$ cat config.mk
export PLATFORM = sky130hd
export DESIGN_NAME = seq001_scan_ctrl_flat
export DESIGN_NICKNAME = d
export VERILOG_FILES = /design/src/rtl/seq001_scan_ctrl_if.sv /design/src/rtl/seq001_scan_ctrl.sv /design/src/flat_wrapper.sv
export SDC_FILE = /design/constraint.sdc
export NUM_CORES = 1
export LEC_CHECK = 0
export CORE_MARGIN = 8
export CORE_UTILIZATION = 44
export CTS_CLUSTER_SIZE = 20
export DETAILED_ROUTE_END_ITERATION = 6
export GPL_TIMING_DRIVEN = 0
export HOLD_SLACK_MARGIN = 0.1
export PLACE_DENSITY = 0.66
export SLEW_MARGIN = 0
export SYNTH_ARGS = -nofsm -noshare
export SYNTH_HDL_FRONTEND = slang
export SYNTH_SLANG_ARGS = --single-unit
$ cat constraint.sdc
create_clock -name clk -period 2 [get_ports clk]
set_input_delay 0.2 -clock clk [delete_from_list [all_inputs] [get_ports clk]]
set_output_delay 0.2 -clock clk [all_outputs]
set_load 0.03 [all_outputs]
$ cat src/rtl/seq001_scan_ctrl_if.sv
// Parallel-side handshake bundle of the "001" scan controller: start/abort
// request, the word to scan, and the status/result outputs.
interface seq001_scan_ctrl_if #(
  parameter int W  = 8,
  parameter int CW = 4
);
  logic          start;
  logic          abort;
  logic [W-1:0]  data_in;
  logic          busy;
  logic          done;
  logic [CW-1:0] match_cnt;
  logic          det_mon;

  modport master (
    output start, abort, data_in,
    input  busy, done, match_cnt, det_mon
  );

  modport slave (
    input  start, abort, data_in,
    output busy, done, match_cnt, det_mon
  );
endinterface

$ cat src/rtl/seq001_scan_ctrl.sv
// Serialises a captured word MSB first through a Moore "001" detector and
// reports the saturating count of overlapping detections per completed word.
module seq001_scan_ctrl #(
  parameter int W  = 8,
  parameter int CW = 4
) (
  input  logic               clk,
  input  logic               rst,
  seq001_scan_ctrl_if.slave  bus
);
  localparam int BW = $clog2(W);

  typedef enum logic [1:0] {IDLE, SHIFT, DRAIN, DONE} state_t;
  typedef enum logic [1:0] {S0, S1, S2, S3} det_t;

  state_t        state;
  det_t          det;
  det_t          det_d;
  logic [W-1:0]  shreg;
  logic [BW-1:0] bit_cnt;
  logic [CW-1:0] work_cnt;
  logic [CW-1:0] cnt_next;
  logic          busy_q;
  logic          done_q;
  logic [CW-1:0] match_q;
  logic          det_mon_q;

  function automatic det_t det_next(input det_t s, input logic b);
    unique case (s)
      S0:      return b ? S0 : S1;
      S1:      return b ? S0 : S2;
      S2:      return b ? S3 : S2;
      default: return b ? S0 : S1;
    endcase
  endfunction

  // NOTE: pure continuous decode -- every path yields a value, so no latch.
  assign det_d    = det_next(det, shreg[W-1]);
  // The counter sticks at all-ones instead of wrapping.
  assign cnt_next = (det_mon_q && work_cnt != '1) ? work_cnt + CW'(1) : work_cnt;

  // NOTE: all state here uses non-blocking assignments so every flop samples
  // pre-edge values regardless of statement order.
  always_ff @(posedge clk or posedge rst) begin
    if (rst) begin
      state     <= IDLE;
      det       <= S0;
      shreg     <= '0;
      bit_cnt   <= '0;
      work_cnt  <= '0;
      busy_q    <= 1'b0;
      done_q    <= 1'b0;
      match_q   <= '0;
      det_mon_q <= 1'b0;
    end else begin
      done_q <= 1'b0;
      unique case (state)
        IDLE: begin
          if (bus.start) begin
            shreg     <= bus.data_in;
            bit_cnt   <= '0;
            det       <= S0;
            det_mon_q <= 1'b0;
            work_cnt  <= '0;
            busy_q    <= 1'b1;
            state     <= SHIFT;
          end
        end
        SHIFT: begin
          if (bus.abort) begin
            busy_q <= 1'b0;
            state  <= IDLE;
          end else begin
            det       <= det_d;
            det_mon_q <= (det_d == S3);
            shreg     <= {shreg[W-2:0], 1'b0};
            bit_cnt   <= bit_cnt + BW'(1);
            work_cnt  <= cnt_next;
            if (bit_cnt == BW'(W - 1)) state <= DRAIN;
          end
        end
        DRAIN: begin
          // The detection produced by the last bit is only visible now.
          if (bus.abort) begin
            busy_q <= 1'b0;
            state  <= IDLE;
          end else begin
            work_cnt <= cnt_next;
            match_q  <= cnt_next;
            done_q   <= 1'b1;
            state    <= DONE;
          end
        end
        default: begin
          busy_q <= 1'b0;
          state  <= IDLE;
        end
      endcase
    end
  end

  assign bus.busy      = busy_q;
  assign bus.done      = done_q;
  assign bus.match_cnt = match_q;
  assign bus.det_mon   = det_mon_q;
endmodule

$ cat src/flat_wrapper.sv
// flat-port wrapper written by rule: the top's interface ports become plain ports
module seq001_scan_ctrl_flat 
#(
  parameter int W  = 8,
  parameter int CW = 4
)
  (clk, rst, bus_start, bus_abort, bus_data_in, bus_busy, bus_done, bus_match_cnt, bus_det_mon);
  seq001_scan_ctrl_if #(.W(W), .CW(CW)) bus_i ();
  input  logic clk;
  input  logic rst;
  input wire logic [$bits(bus_i.start)-1:0] bus_start;
  input wire logic [$bits(bus_i.abort)-1:0] bus_abort;
  input wire logic [$bits(bus_i.data_in)-1:0] bus_data_in;
  output wire logic [$bits(bus_i.busy)-1:0] bus_busy;
  output wire logic [$bits(bus_i.done)-1:0] bus_done;
  output wire logic [$bits(bus_i.match_cnt)-1:0] bus_match_cnt;
  output wire logic [$bits(bus_i.det_mon)-1:0] bus_det_mon;
  assign bus_i.start = bus_start;
  assign bus_i.abort = bus_abort;
  assign bus_i.data_in = bus_data_in;
  assign bus_busy = bus_i.busy;
  assign bus_done = bus_i.done;
  assign bus_match_cnt = bus_i.match_cnt;
  assign bus_det_mon = bus_i.det_mon;
  seq001_scan_ctrl #(.W(W), .CW(CW)) u_core (.clk(clk), .rst(rst), .bus(bus_i));
endmodule
# == Word level (Yosys, flattened, before mapping) ==
# Cells that the tools add are included.
# Widths: inputs -> output; s select.
# op_classes
addsub,2
n_lt_le_gt_ge,0
eq_ne,12
div_mod_pow,0
multipliers,0
n_mux,30
reduce_logical,10
n_bitwise,1
shifts,0
# op_table
op,n
$mux 8,2
$pmux 8 s2,1
$mux 2,7
$mux 4,3
$mux 1,8
$pmux 2 s2,2
$pmux 4 s2,1
$eq 2x2->1 const B,3
$mux 3,2
$ne 2x2->1 const B,3
$pmux 2 s3,1
$pmux 3 s2,1
$reduce_and 2->1,3
$reduce_and 3->1,2
$add 4x1->4 const B,1
$eq 2x1->1 const B,2
$ne 4x4->1 const B,1
$pmux 1 s2,2
$reduce_bool 2->1,2
$add 3x1->3 const B,1
$eq 3x3->1 const B,1
$ne 3x2->1 const B,1
$logic_not 2->1,1
$ne 2x1->1 const B,1
3 further kinds,3
# word_totals
in_bits,12
romBits,0
wordCells,64
ramBits,0
regBits,26
mem_count,0
out_inout_bits,7
latchBits,0

# == Longest topological paths before layout ==
# Gate-level depths: netlist of run 1.
# logic_depth
word_depth,5
ltp_mapped,6
mapped_depth_nobuf,6

# == Worst setup path before layout of run 1 ==
# Ideal clock, no wire load.
# synth_timing
path_kind,register to register
from,register u_core.state[0]
to,register u_core.shreg[4]
path_stages_with_launch,7
setup_time_ns,0.127
t_required_ns,1.873
n_path_buf,1
arrival_ns,1.526
synth_period_minus_slack_ns,1.653
slack_ns,0.347
cell_sequence,dfrtp_1 -> inv_1 -> ha_1 -> mux2i_1 -> a21oi_4 -> buf_6 -> mux2_1
# synth_via
elab_chain_len,3
elab_cells_between_ends,7
classes_between,3 x eq/ne; 1 x mux; 3 x reduce/logical
# synth_lines
item,line,rtl
"start, declared",seq001_scan_ctrl.sv:16,state_t state;
"start signal, assigned",seq001_scan_ctrl.sv:46,state <= IDLE;
"start signal, assigned",seq001_scan_ctrl.sv:66,state <= SHIFT;
"start signal, assigned",seq001_scan_ctrl.sv:72,state <= IDLE;
$eq 2x1->1 or $logic_not 2->1 (tied branches),seq001_scan_ctrl.sv:57,unique case (state)
$ne 2x2->1 (no line) or $reduce_bool 2->1 (tied branches),n/a,
$reduce_and 3->1 (no line),n/a,
"end signal, assigned",seq001_scan_ctrl.sv:60,shreg <= bus.data_in;
"end signal, assigned",seq001_scan_ctrl.sv:76,"shreg <= {shreg[W-2:0], 1'b0};"
"end, declared",seq001_scan_ctrl.sv:19,logic [W-1:0] shreg;
# Several ways; a longest one is shown, not always the timed one.
# A chain may end at the register's enable or synchronous reset.

# == Worst setup path in the final report of run 1 ==
# layout_timing
from,register u_core.state[1]
to,register u_core.shreg[4]
# Same word-level chain as after synthesis.

==> key figures, run 1 <==
Placement
  – HPWL after DPL: just over 2000 um
  – IO buf count: 18
  – Placer Congestion: 0.8036
  – Post-place setup slack: 0.1714 ns

Critical path
  – Req. time, crit path: 2.22 ns
  – Critical path launch point type: flip-flop
  – Crit Path Max Fanout: 10
  – Crit path DAT: 2.07 ns
  – Buf+Inv Stages, Crit Path: 2
  – Worst path slowest cell: dfrtp_1
  – CP Class: reg2reg
  – Crit-path cells: inv_1, ha_1, mux2i_1, a21oi_4, buf_6, mux2_1
  – Max incr delay on CP: around 0.44 ns
  – Reg2reg start: u_core.state[1]
  – Worst setup EP type: flip-flop
  – Crit path from: u_core.state[1]
  – CP top delay family: multiplexers

Power and ir drop
  – Leak: 0.0007562 uW
  – Worst vdd ir: 639.4 uV
  – Power density cells: around 1300 nW/um2

Drt
  – 1st-iter DRT viols: 67
  – # DRC: 0
  – Vias post-DR: about 1,000
  – Final Routed Wirelength: 2702 um
  – DRT antenna net count: 0
  – Vias per cell: 5.369
  – Routed WL per cell: roughly 14 um
  – Detailed Routing Iterations Pass 1: 4

GRT
  – Global route overflow: 0
  – Initial antenna violation count: 0
  – Tot GR Track Use: between 10% and 20%
  – First-pass GRT wire length: 4636 um
  – Vias in the first global route: 1,029
  – Largest net degree at the start of global routing: 27

Timing
  – Final hold violation count: 0
  – PnR worst setup slack: approximately 0.15 ns
  – Max-slew headroom: 33.54%
  – RSZ-0062 raised after global routing: no
  – Clock skew: roughly 0.0088 ns
  – Sum of negative setup slack: 0 ns
  – Max Clk Rate: 541.1 MHz
  – Fin crit share: 92.41%
  – Final setup fails: 0
  – Fin. max-slew vios: 0
  – Min cycle time layout: 1.848 ns
  – Least-Margin Pin Slew: 0.9957 ns

Floorplan
  – Initial Utilization: 46.46%
  – Core Box Area: roughly 3000 um2
  – Die X: 73.01 um
  – # IOs: 19
  – Die Ht: 73.01 um
  – Site row count: 20
  – Full die area: 5330 um2

Final layout
  – Synth-to-layout area growth: 18.98%
  – Number of diodes: 0
  – FILL cells: 288
  – Final nets: 174
  – Share of layout cells above drive strength 1: 11.92%

Clock tree
  – TritonCTS clock tree: yes
  – Post-CTS Hold Buffers: 0
  – Post-CTS sizing: 0
  – Clk sinks: 26
  – CTS Root Cell: clkbuf_4
  – Worst-Skew Late Latency: around 0.32 ns
  – Clock buffer count from CTS: 3
  – Clock buffer depth: 2
  – # H-tree levels: 1
  – Setup bufs post-CTS: 0
  – Clk slew on worst S/H paths: 0.15 ns

Logic synthesis
  – EDFF count, synth: 0
  – FFs w/ async S/R, synth: 100.0%
  – Seq/Total Area, Yosys: 45.49%
  – Synthesized area per cell: 11.09 um2
  – Synth area leader: dfrtp_1
  – Ys flop type: dfrtp_1
  – Top-count cell post-synth: dfrtp_1
  – Post-Syn Area: roughly 1400 um2
  – Area contributors post-synth: dfrtp_1 (45%), ha_1 (8.7%), mux2_1 (6.3%)
  – Syn_nets: 151
  – Top cell type's share of synthesized area: approximately 45%
  – Commonest cells post-synth: dfrtp_1 (26), inv_1 (12), ha_1 (10), mux2_1 (8), mux2i_1 (8)
  – Ys Warns: 0
  – Number of synthesized register bits: 26
  – Cell variety after synth: 34
  – Syn Inst Count: about 130

Hold path
  – Tightest Hold Check Type: in2async

Flow run
  – Max-Cap Viols: 0

Status
  – Status: complete, no violations
metal layers:
metal	up-vias	wire length, um	GRT usage [%]	part of all wire (%)
met2	25	1286	18.97	48
met1	513	1227	12.06	45
met5	-	0	0	0
li1	505	-	-	-
met3	4	161	2.885	6.0
met4	0	27	3.333	1.0
registers in the layout, indices dropped and copies added, names as in the netlist:
signal / count
u_core.shreg: 8
u_core.bus.match_cnt: 4
u_core.work_cnt: 4
u_core.bit_cnt: 3
u_core.det: 2
u_core.state: 2
u_core.bus.busy: 1
u_core.bus.det_mon: 1
u_core.bus.done: 1
placed cells by master, fill, tap and decap left out:
cell type and count:
nand3_1 2, o2111ai_1 1, buf_6 1, mux2i_1 8
o22a_1 1, inv_1 12, nand2b_1 4, clkdlybuf4s50_1 18
nand2_1 7, inv_2 1, and3_1 1, clkbuf_4 3
a211oi_1 1, o221ai_1 1, o32ai_1 1, ha_1 10
nor2_1 3, o21ai_0 3, or3b_1 1, dfrtp_1 26
o22ai_1 3, a21oi_1 5, nand4_1 2, a41oi_1 2
o31ai_1 1, and4b_1 1, mux2_1 8, nor2b_1 4
or3_1 1, o211ai_1 1, mux2_2 7, a21oi_4 1
clkbuf_8 1, o21bai_1 1, a31oi_1 3, buf_2 4
o21a_1 1
metrics by stage:
| step | util (%) | hold WS [ns] | cells | instance area (um2) | total power (uW) |
|---|---|---|---|---|---|
| global placement | 54.11 | 0.4645 | 191 | 1665 | 1861 |
| CTS | 55.28 | 0.4270 | 195 | 1702 | 2189 |
| global route | 55.28 | 0.5017 | 195 | 1702 | 2326 |
| finish | 55.28 | 0.3908 | 195 | 1702 | 2163 |
| floorplan | - | 0.2400 | 129 | 1430 | 1642 |
| detailed placement | 54.11 | 0.4691 | 191 | 1665 | 1915 |
final cells by class:
cell class	instances	area [um2]	area share, %
flip-flops and latches	26	650.6	38.24
multi-input cells	85	699.4	41.10
plain buffers	5	31.28	1.838
clock buffers	4	36.28	2.132
inverters	13	48.80	2.868
well taps	44	55.05	3.235
repair buffers	18	180.2	10.59
final timing paths:
kind                                            to  slack [ns]  cells after the start
setup / recovery                   u_core.shreg[4]        0.15                      6
hold / removal                     u_core.bus.done        0.39                      2
setup reg to reg                   u_core.shreg[4]        0.15                      6
hold reg to reg            u_core.bus.match_cnt[3]        0.50                      2
max in group asynchronous          u_core.shreg[4]        1.01                      2
min in group clk           u_core.bus.match_cnt[3]        0.50                      2
logic make-up (layout without fill, tap and decap cells):
family,after synthesis,in the layout,share of synthesized area (%)
DFF,26,26,45.49
adders and majority gates,10,10,8.749
buffers and inverters,18,40,5.599
and+or+nand+nor,26,26,9.887
AOI/OAI and AO/OA,26,26,12.86
muxes,23,23,17.41
where the power goes:
group / internal [uW] / total (uW) / switching, uW
logic: 524 / 1080 / 556
registers: 707 / 813 / 106
clock network: 111 / 271 / 159
total: 1340 / 2160 / 821
Note: power is estimated with default switching activity, not from simulation.
==> inputs of run 2 (changes only) <==
- SLEW_MARGIN: 0 -> not set
==> results of run 2 <==
Final layout, timing and power as in run 1 (identical DEF).
==> inputs of run 3 (changes only) <==
- CAP_MARGIN: not set -> 20
==> run 3 against run 2 <==
Effect of this change:
- clock skew shrank 0.0021 ns
- sequential cell count is the same
- first-iteration DRC count is 4.5% higher
- worst setup slack better by 0.00050 ns
- core utilization rose by 0.89 points
- worst hold slack got worse by 0.27 ns
- critical endpoint unchanged
- wire length up 0.85%
- final area up 1.6%
- fmax hardly changed
- critical path depth unchanged
- clock power is essentially flat
==> key figures, run 3 (synthesis gave the netlist of run 1 again) <==
Timing
  – Fin crit share: between 90 and 100%
  – Max Clk Rate: around 540 MHz
  – Min cycle time layout: roughly 1.8 ns
  – Least-Margin Pin Slew: 0.5637 ns
  – RSZ-0062 raised after global routing: no
  – Final hold violation count: 0
  – Fin. max-slew vios: 0
  – Final hold slack: approximately 0.12 ns
  – PnR worst setup slack: 0.1523 ns
  – Max-slew headroom: 62.19%
  – Final setup fails: 0
  – Clock skew: 0.006786 ns
  – Sum of negative setup slack: 0 ns

Final layout
  – Number of diodes: 0
  – Top reg by flops: u_core.shreg
  – FILL cells: 286
  – Commonest non-fill, non-tap cell in the layout: dfrtp_1
  – Max reg flops: 8
  – Final nets: 175
  – Share of layout cells above drive strength 1: 12.50%
  – Most frequent cells in the layout: dfrtp_1 (26), clkdlybuf4s50_1 (18), inv_1 (12)
  – Synth-to-layout area growth: 20.91%
  – Register Area: 650.6 um2
  – Multi-input logic area: 699.4 um2

Clock tree
  – Setup bufs post-CTS: 0
  – # H-tree levels: 1
  – Clock buffer depth: 2
  – Post-CTS sizing: 0
  – TritonCTS clock tree: yes
  – Clk sinks: 26
  – Worst-Skew Late Latency: 0.33 ns
  – Clock buffer count from CTS: 3
  – Post-CTS Hold Buffers: 0
  – CTS Root Cell: clkbuf_4
  – Clk slew on worst S/H paths: ~0.15 ns

Critical path
  – R2r setup slk: 0.15 ns
  – CP Class: reg2reg
  – Buf+Inv Stages, Crit Path: 2
  – Worst reg2reg path depth: 6
  – Critical path launch point type: flip-flop
  – Max incr delay on CP: around 0.44 ns
  – CP top delay family: multiplexers
  – Reg2reg end: u_core.shreg[4]
  – Crit Path Max Fanout: 10
  – Req. time, crit path: between 2 and 2.5 ns
  – Worst path slowest cell: dfrtp_1
  – Crit-path cells: inv_1, ha_1, mux2i_1, a21oi_4, buf_6, mux2_1
  – Levels on crit path: 6
  – Crit path DAT: between 2 and 2.5 ns
  – Reg2reg start: u_core.state[0]
  – Worst setup EP type: flip-flop

Drt
  – 1st-iter DRT viols: 70
  – Vias per cell: between 5 and 6
  – # DRC: 0
  – Vias post-DR: between 1,000 and 1,500
  – Detailed Routing Iterations Pass 1: 4
  – Routed WL per cell: 13.90 um
  – Final Routed Wirelength: 2725 um
  – DRT antenna net count: 0

Status
  – Status: complete, no violations

Floorplan
  – # IOs: 19
  – Core Box Area: slightly above 3000 um2
  – Initial Utilization: 46.46%
  – Die X: 73.01 um
  – Die Ht: 73.01 um
  – Site row count: 20
  – Full die area: 5330 um2

GRT
  – M1 GR Usage: 12.06%
  – Vias in the first global route: 1,029
  – Met3 GRT Util: 2.885%
  – First-pass GRT wire length: approximately 4600 um
  – Most used routing layer in global routing: met2
  – GR Util met2: a little under a fifth
  – Tot GR Track Use: between 10% and 20%
  – Global route overflow: 0
  – Initial antenna violation count: 0
  – Largest net degree at the start of global routing: 27

Power and ir drop
  – Power density cells: 1258 nW/um2
  – Worst vdd ir: 643.7 uV
  – Leak: 0.0007689 uW

Placement
  – Post-place setup slack: between 0.15 and 0.2 ns
  – Placer Congestion: 0.8036
  – HPWL after DPL: around 2000 um
  – IO buf count: 18

Flow run
  – Max-Cap Viols: 0

Hold path
  – Tightest Hold Check Type: in2async
-- run 3: cell types whose count changed in the layout (fill, tap and decap cells not counted) --
cell,delta
buf_16,+1
-- run 3: routing by layer --
metal  vias to the layer above  share of wire [%]
met5                         -                  0
met4                         0               0.99
met3                         4                6.0
met2                        25                 48
met1                       512                 45
li1                        504                  -
-- run 3: worst max-delay path by stage --
| stage | from | to | slack [ns] |
|---|---|---|---|
| 2_1_floorplan | u_core.state[0] | u_core.shreg[4] | 0.35 |
| 6_report | u_core.state[0] | u_core.shreg[4] | 0.15 |
| 3_5_place_dp | u_core.state[1] | u_core.shreg[4] | 0.17 |
| 3_3_place_gp | u_core.state[0] | u_core.work_cnt[1] | 0.22 |
| 4_1_cts | u_core.state[1] | u_core.shreg[4] | 0.14 |
| 5_1_grt | u_core.state[0] | u_core.work_cnt[1] | 0.04 |
-- run 3: cell type report --
cell class              instances  share of cell area, %
flip-flops and latches         26                  37.63
multi-input cells              85                  40.45
repair buffers                 19                  12.01
well taps                      44                  3.184
plain buffers                   5                  1.809
clock buffers                   4                  2.098
inverters                      13                  2.822
-- run 3: report_power, final --
| part | total, uW | internal [uW] | switching [uW] | leakage (uW) |
|---|---|---|---|---|
| Clock | 274 | 111 | 163 | 0.0000210 |
| Sequential | 813 | 707 | 106 | 0.000334 |
| Combinational | 1090 | 529 | 559 | 0.000414 |
| Total | 2170 | 1350 | 828 | 0.000769 |
-- run 3: through the flow --
| step | area (um2) | util (%) | cells | total power (uW) |
|---|---|---|---|---|
| 3_5_place_dp | 1665 | 54.11 | 191 | 1915 |
| 3_3_place_gp | 1665 | 54.11 | 191 | 1861 |
| 5_1_grt | 1729 | 56.18 | 196 | 2333 |
| 6_report | 1729 | 56.18 | 196 | 2175 |
| 4_1_cts | 1702 | 55.28 | 195 | 2189 |
| 2_1_floorplan | 1430 | - | 129 | 1642 |
-- run 3: worst reg2reg max path: stages, from the launching register on --
cell	delay (ns)
dfrtp_1	0.44
inv_1	0.12
ha_1	0.28
mux2i_1	0.33
a21oi_4	0.09
buf_6	0.17
mux2_1	0.31
